**src/rtl/mem_port_arbiter.sv**
```systemverilog
// mem_port_arbiter: shares one backing memory port between the instruction-fetch
// and data requesters. Only one transaction is in flight at a time. Data wins ties,
// but a starvation counter forces a fetch grant after STARVE_LIMIT consecutive
// data grants that left a fetch waiting.
module mem_port_arbiter #(
  parameter int ADDR_W       = 32,
  parameter int DATA_W       = 32,
  parameter int STARVE_LIMIT = 4
) (
  input  logic              clk,
  input  logic              reset,
  input  logic              imem_req_valid,
  input  logic [ADDR_W-1:0] imem_req_addr,
  output logic              imem_res_valid,
  output logic [DATA_W-1:0] imem_res_data,
  input  logic              dmem_req_valid,
  input  logic [ADDR_W-1:0] dmem_req_addr,
  input  logic [DATA_W-1:0] dmem_req_wdata,
  input  logic              dmem_req_fcn,
  input  logic [2:0]        dmem_req_typ,
  output logic              dmem_res_valid,
  output logic [DATA_W-1:0] dmem_res_data,
  output logic              mem_req_valid,
  input  logic              mem_req_ready,
  output logic [ADDR_W-1:0] mem_req_addr,
  output logic [DATA_W-1:0] mem_req_wdata,
  output logic              mem_req_fcn,
  output logic [2:0]        mem_req_typ,
  input  logic              mem_resp_valid,
  input  logic [DATA_W-1:0] mem_resp_data,
  output logic [1:0]        owner
);

  localparam int          CNT_W     = $clog2(STARVE_LIMIT + 1);
  localparam logic [CNT_W-1:0] CNT_LIMIT = CNT_W'(STARVE_LIMIT);
  localparam logic [2:0]  MT_WU     = 3'd7;
  localparam logic [1:0]  OWN_NONE  = 2'b00;
  localparam logic [1:0]  OWN_IMEM  = 2'b01;
  localparam logic [1:0]  OWN_DMEM  = 2'b10;

  typedef enum logic [1:0] {
    S_IDLE  = 2'd0,
    S_ISSUE = 2'd1,
    S_WAIT  = 2'd2
  } state_t;

  state_t              state_q, state_d;
  logic [1:0]          owner_q, owner_d;
  logic [CNT_W-1:0]    starve_q, starve_d;
  logic [ADDR_W-1:0]   addr_q, addr_d;
  logic [DATA_W-1:0]   wdata_q, wdata_d;
  logic                fcn_q, fcn_d;
  logic [2:0]          typ_q, typ_d;

  logic                grant_imem;
  logic                grant_dmem;
  logic                resp_hit;

  // Arbitration is only meaningful in IDLE; fetch wins if alone or once starved.
  assign grant_imem = (state_q == S_IDLE) && imem_req_valid &&
                      (!dmem_req_valid || (starve_q == CNT_LIMIT));
  assign grant_dmem = (state_q == S_IDLE) && dmem_req_valid && !grant_imem;
  // A backing response only counts while a request is outstanding.
  assign resp_hit   = (state_q == S_WAIT) && mem_resp_valid;

  // State register; reset drops any in-flight transaction.
  always_ff @(posedge clk or negedge reset) begin
    if (!reset) begin
      state_q <= S_IDLE;
    end else begin
      state_q <= state_d;
    end
  end

  // Next-state: IDLE -> ISSUE on grant, ISSUE -> WAIT on accept, WAIT -> IDLE on response.
  always_comb begin
    state_d = state_q;
    case (state_q)
      S_IDLE:  if (grant_imem || grant_dmem) state_d = S_ISSUE;
      S_ISSUE: if (mem_req_ready)            state_d = S_WAIT;
      S_WAIT:  if (mem_resp_valid)           state_d = S_IDLE;
      default:                               state_d = S_IDLE;
    endcase
  end

  // Outputs: request valid in ISSUE, response passed straight through to the owner in WAIT.
  always_comb begin
    mem_req_valid  = (state_q == S_ISSUE);
    imem_res_valid = resp_hit && (owner_q == OWN_IMEM);
    dmem_res_valid = resp_hit && (owner_q == OWN_DMEM);
    imem_res_data  = imem_res_valid ? mem_resp_data : '0;
    dmem_res_data  = dmem_res_valid ? mem_resp_data : '0;
  end

  // Next values for owner, starvation counter and latched request fields.
  always_comb begin
    owner_d  = owner_q;
    starve_d = starve_q;
    addr_d   = addr_q;
    wdata_d  = wdata_q;
    fcn_d    = fcn_q;
    typ_d    = typ_q;
    if (grant_imem) begin
      owner_d  = OWN_IMEM;
      starve_d = '0;
      addr_d   = imem_req_addr;
      wdata_d  = '0;
      fcn_d    = 1'b0;
      typ_d    = MT_WU;
    end else if (grant_dmem) begin
      owner_d  = OWN_DMEM;
      addr_d   = dmem_req_addr;
      wdata_d  = dmem_req_wdata;
      fcn_d    = dmem_req_fcn;
      typ_d    = dmem_req_typ;
      // Count only grants that left a fetch waiting; saturate defensively.
      if (!imem_req_valid)             starve_d = '0;
      else if (starve_q != CNT_LIMIT)  starve_d = starve_q + 1'b1;
    end else if (resp_hit) begin
      owner_d  = OWN_NONE;
    end
  end

  // Owner, counter and latched request fields; all cleared by reset.
  always_ff @(posedge clk or negedge reset) begin
    if (!reset) begin
      owner_q  <= OWN_NONE;
      starve_q <= '0;
      addr_q   <= '0;
      wdata_q  <= '0;
      fcn_q    <= 1'b0;
      typ_q    <= 3'd0;
    end else begin
      owner_q  <= owner_d;
      starve_q <= starve_d;
      addr_q   <= addr_d;
      wdata_q  <= wdata_d;
      fcn_q    <= fcn_d;
      typ_q    <= typ_d;
    end
  end

  assign mem_req_addr  = addr_q;
  assign mem_req_wdata = wdata_q;
  assign mem_req_fcn   = fcn_q;
  assign mem_req_typ   = typ_q;
  assign owner         = owner_q;

endmodule
```
**config.mk**
```make
export PLATFORM = sky130hd
export DESIGN_NAME = mem_port_arbiter
export DESIGN_NICKNAME = d
export VERILOG_FILES = /design/src/rtl/mem_port_arbiter.sv
export SDC_FILE = /design/constraint.sdc
export NUM_CORES = 1
export LEC_CHECK = 0
export CORE_UTILIZATION = 30
export DETAILED_ROUTE_END_ITERATION = 12
export PLACE_DENSITY = 0.74
export SYNTH_ARGS = -nofsm -noshare
export SYNTH_HDL_FRONTEND = slang
export SYNTH_SLANG_ARGS = --single-unit
```
**constraint.sdc**
```tcl
create_clock -name clk -period 1.41 [get_ports clk]
set_input_delay 0.282 -clock clk [delete_from_list [all_inputs] [get_ports clk]]
set_output_delay 0.282 -clock clk [all_outputs]
set_load 0.02 [all_outputs]
```
==> metrics.csv <==
metric,value,unit
status,finished with violations,
failing checks,setup timing,
PnR worst setup slack,-0.678,ns
I/O pins,275,
Layout Nets,845,
sequential share of power,22.9,%
DR iter-0 viols,222,
register area share after synthesis,49.7,%
combinational power share,61.9,%
WS Path Type,reg -> out,
max_slew headroom,72.4,%
Die ar.,13000,sq um
total power,17.3,mW
die height,114,microns
most used routing layer,met2,
Total GRT Usage,22.7,%
M1 GR Usage,24.6,%
global-route wire length before repair,22600,microns
Final ANT Viol Nets,0,
RSZ-0062 raised after global routing,yes,
Worst Hold Class,reg -> reg,
Netlist cell types,29,
largest fanout on the critical path,8,
DRC errors left,0,
CP endpoint kind,output pin,
via count,4575,
skew final,0.00729,ns
upper clock frequency limit,479,MHz
number of max-cap violations,0,
CP Launch Type,register,
first drt pass iteration count,6,
Critical Path RT,1.13,ns
row count,40,
final setup violation count,136,
worst path arrival time,1.81,ns
WL per Instance,21.0,microns
switching share of power,40.1,%
Final Cycle Share,148,%
final HPWL from detailed placement,10500,microns
CTS buffer count,9,
Post-Syn Area,3770,sq um
DR vias/cell,5.21,
P_leak,3.99,nW
Post-Syn Instances,376,
share of cells above drive strength 1,41.1,%
CTS clock-pin slew for the worst setup and hold paths,0.06,ns
gp weighted congestion,0.825,
minimum clock period,2.09,ns
area of the multi-input gates,2350,sq um
FF+latch area,1880,sq um
total gr overflow,0,
vias in the first global route,4348,
worst hold slack,0.500,ns
met3 usage,3.86,%
Pwr Density,1970,nW/um^2
core box area,12200,sq um
met2 GRT Util,42.9,%
largest net degree at the start of global routing,76,
internal power,10.4,mW
die width,114,microns
clk sinks,75,
Final Hold Fails,0,
root buf cell,clkbuf_16,
Skew-Pair Late Insertion Delay,0.33,ns
Peak VDD IR,0.00108,V
area grow syn2layout,133,%
largest buffer count on any clock path,2,
Sw Pwr,6.95,mW
"Net Count, Synth",516,
Fin Setup TNS,-59.27,ns
antenna fix cells,0,
"Slew Viols, Final",0,
# port buffers,274,
Worst-Margin Slew,0.414,ns
htree depth,3,
CTS tree,done,
fillers,855,
Synth Warn #,0,
initial antenna violation count,0,
WL final,18400,microns
Synth Area per Inst,10.0,sq um
Clock power frac,15.2,%
Final Util,72.4,%
starting density of the core,31.0,%
pre-CTS setup slack,-1.06,ns
Yosys reg bits,75,
## registers in the layout, indices dropped and copies added, names as in the netlist
name and count:
mem_req_addr 32, mem_req_wdata 32, mem_req_typ 3, starve_q 3, owner 2, state_q 2, mem_req_fcn 1
## Yosys cell counts
cell type	instances	area share, %
o311ai_0	2	0.46
a21bo_2	1	0.27
buf_2	9	1.2
and3_1	1	0.17
buf_4	1	0.20
nand3_1	2	0.27
o21ai_0	37	4.9
buf_6	3	0.89
o311ai_1	30	7.0
nand4_1	34	5.6
nor3b_2	2	0.66
o2bb2ai_1	1	0.23
clkbuf_1	25	2.5
o21ai_2	1	0.23
a21boi_0	1	0.20
nand2_1	1	0.099
dfrtp_1	75	50
and2_1	64	11
ha_1	2	0.66
nand2b_1	4	0.66
and3_4	1	0.30
or2_1	1	0.17
o22a_1	3	0.70
a22o_1	33	7.7
inv_1	35	3.5
a31o_2	2	0.46
nand3b_1	1	0.20
o31a_1	1	0.23
nor2_1	3	0.30
## cell type report
| cell class | count | area share [%] |
|---|---|---|
| Clock buffer | 9 | 2.56 |
| Tap cell | 168 | 2.39 |
| Sequential cell | 75 | 21.3 |
| Multi-Input combinational cell | 228 | 26.7 |
| Timing Repair Buffer | 356 | 44.2 |
| Inverter | 35 | 1.49 |
| Clock inverter | 7 | 1.29 |
## power groups by stage
stage / Sequential, mW / Combinational (mW) / Clock [mW]
finish: 3.97 / 10.7 / 2.64
global route: 4.07 / 11.2 / 2.78
CTS: 3.87 / 8.45 / 2.68
detailed placement: 3.89 / 7.76 / 0
global placement: 3.87 / 7.61 / 0
floorplan: 5.11 / 2.69 / 0
## metrics by stage
stage	instances	area, sq um
after floorplan	376	3930
after global placement	811	7020
after detailed placement	811	7020
after CTS	841	7890
after global routing	878	8800
final	878	8800
## routing by layer
layer	up-vias	part of all wire [%]
met4	0	3.1
met5	-	0
met2	249	54
li1	2034	-
met3	48	6.3
met1	2244	36
## cell usage in the layout (no fill, tap or decap), types with 7 or more instances in the layout
| cell type | synthesis | final |
|---|---|---|
| a22o_1 | 33 | 33 |
| and2_4 | 0 | 61 |
| buf_12 | 0 | 16 |
| buf_4 | 1 | 30 |
| buf_6 | 3 | 83 |
| buf_8 | 0 | 7 |
| clkbuf_16 | 0 | 20 |
| clkdlybuf4s50_1 | 0 | 136 |
| dfrtp_1 | 75 | 75 |
| dlygate4sd2_1 | 0 | 68 |
| inv_1 | 35 | 32 |
| nand4_1 | 34 | 34 |
| o21ai_0 | 37 | 10 |
| o21ai_1 | 0 | 18 |
| o21ai_2 | 1 | 8 |
| o311ai_2 | 0 | 11 |
| o311ai_4 | 0 | 21 |
## worst max-delay path: stages (launching register included)
cell and delay [ns]:
dfrtp_1 0.38, nand3b_1 0.28, nor3b_4 0.26, buf_6 0.16, buf_8 0.13, and2_2 0.16, buf_6 0.12
## kinds of logic (layout without fill, tap and decap cells)
| logic type | count (synthesis) | after routing | synth area share [%] |
|---|---|---|---|
| AOI/OAI and AO/OA | 112 | 112 | 22.3 |
| adders and majority gates | 2 | 2 | 0.663 |
| buffers and inverters | 73 | 407 | 8.25 |
| DFF | 75 | 75 | 49.7 |
| and+or+nand+nor | 114 | 114 | 19.1 |
## timing repair
action                                  4_1_cts  5_1_grt
pin swaps                                     3       49
resized for setup                           428      252
gates cloned                                  5       16
endpoints found under the setup margin      209      141
hold endpoints to repair                     75        0
hold buffers                                  1        0
buffers inserted                              9       29
## worst paths after layout
check	to	cells past startpoint	start	slack [ns]
max in group asynchronous	starve_q[0]	3	reset	0.57
min in group asynchronous	mem_req_addr[13]	3	reset	0.51
min reg2reg	mem_req_typ[1]	1	mem_req_typ[1]	0.50
min	mem_req_typ[1]	1	mem_req_typ[1]	0.50
max reg2reg	mem_req_addr[26]	8	state_q[0]	-0.30
max	dmem_res_data[14]	6	state_q[0]	-0.68
(Power assumes the default switching activity.)
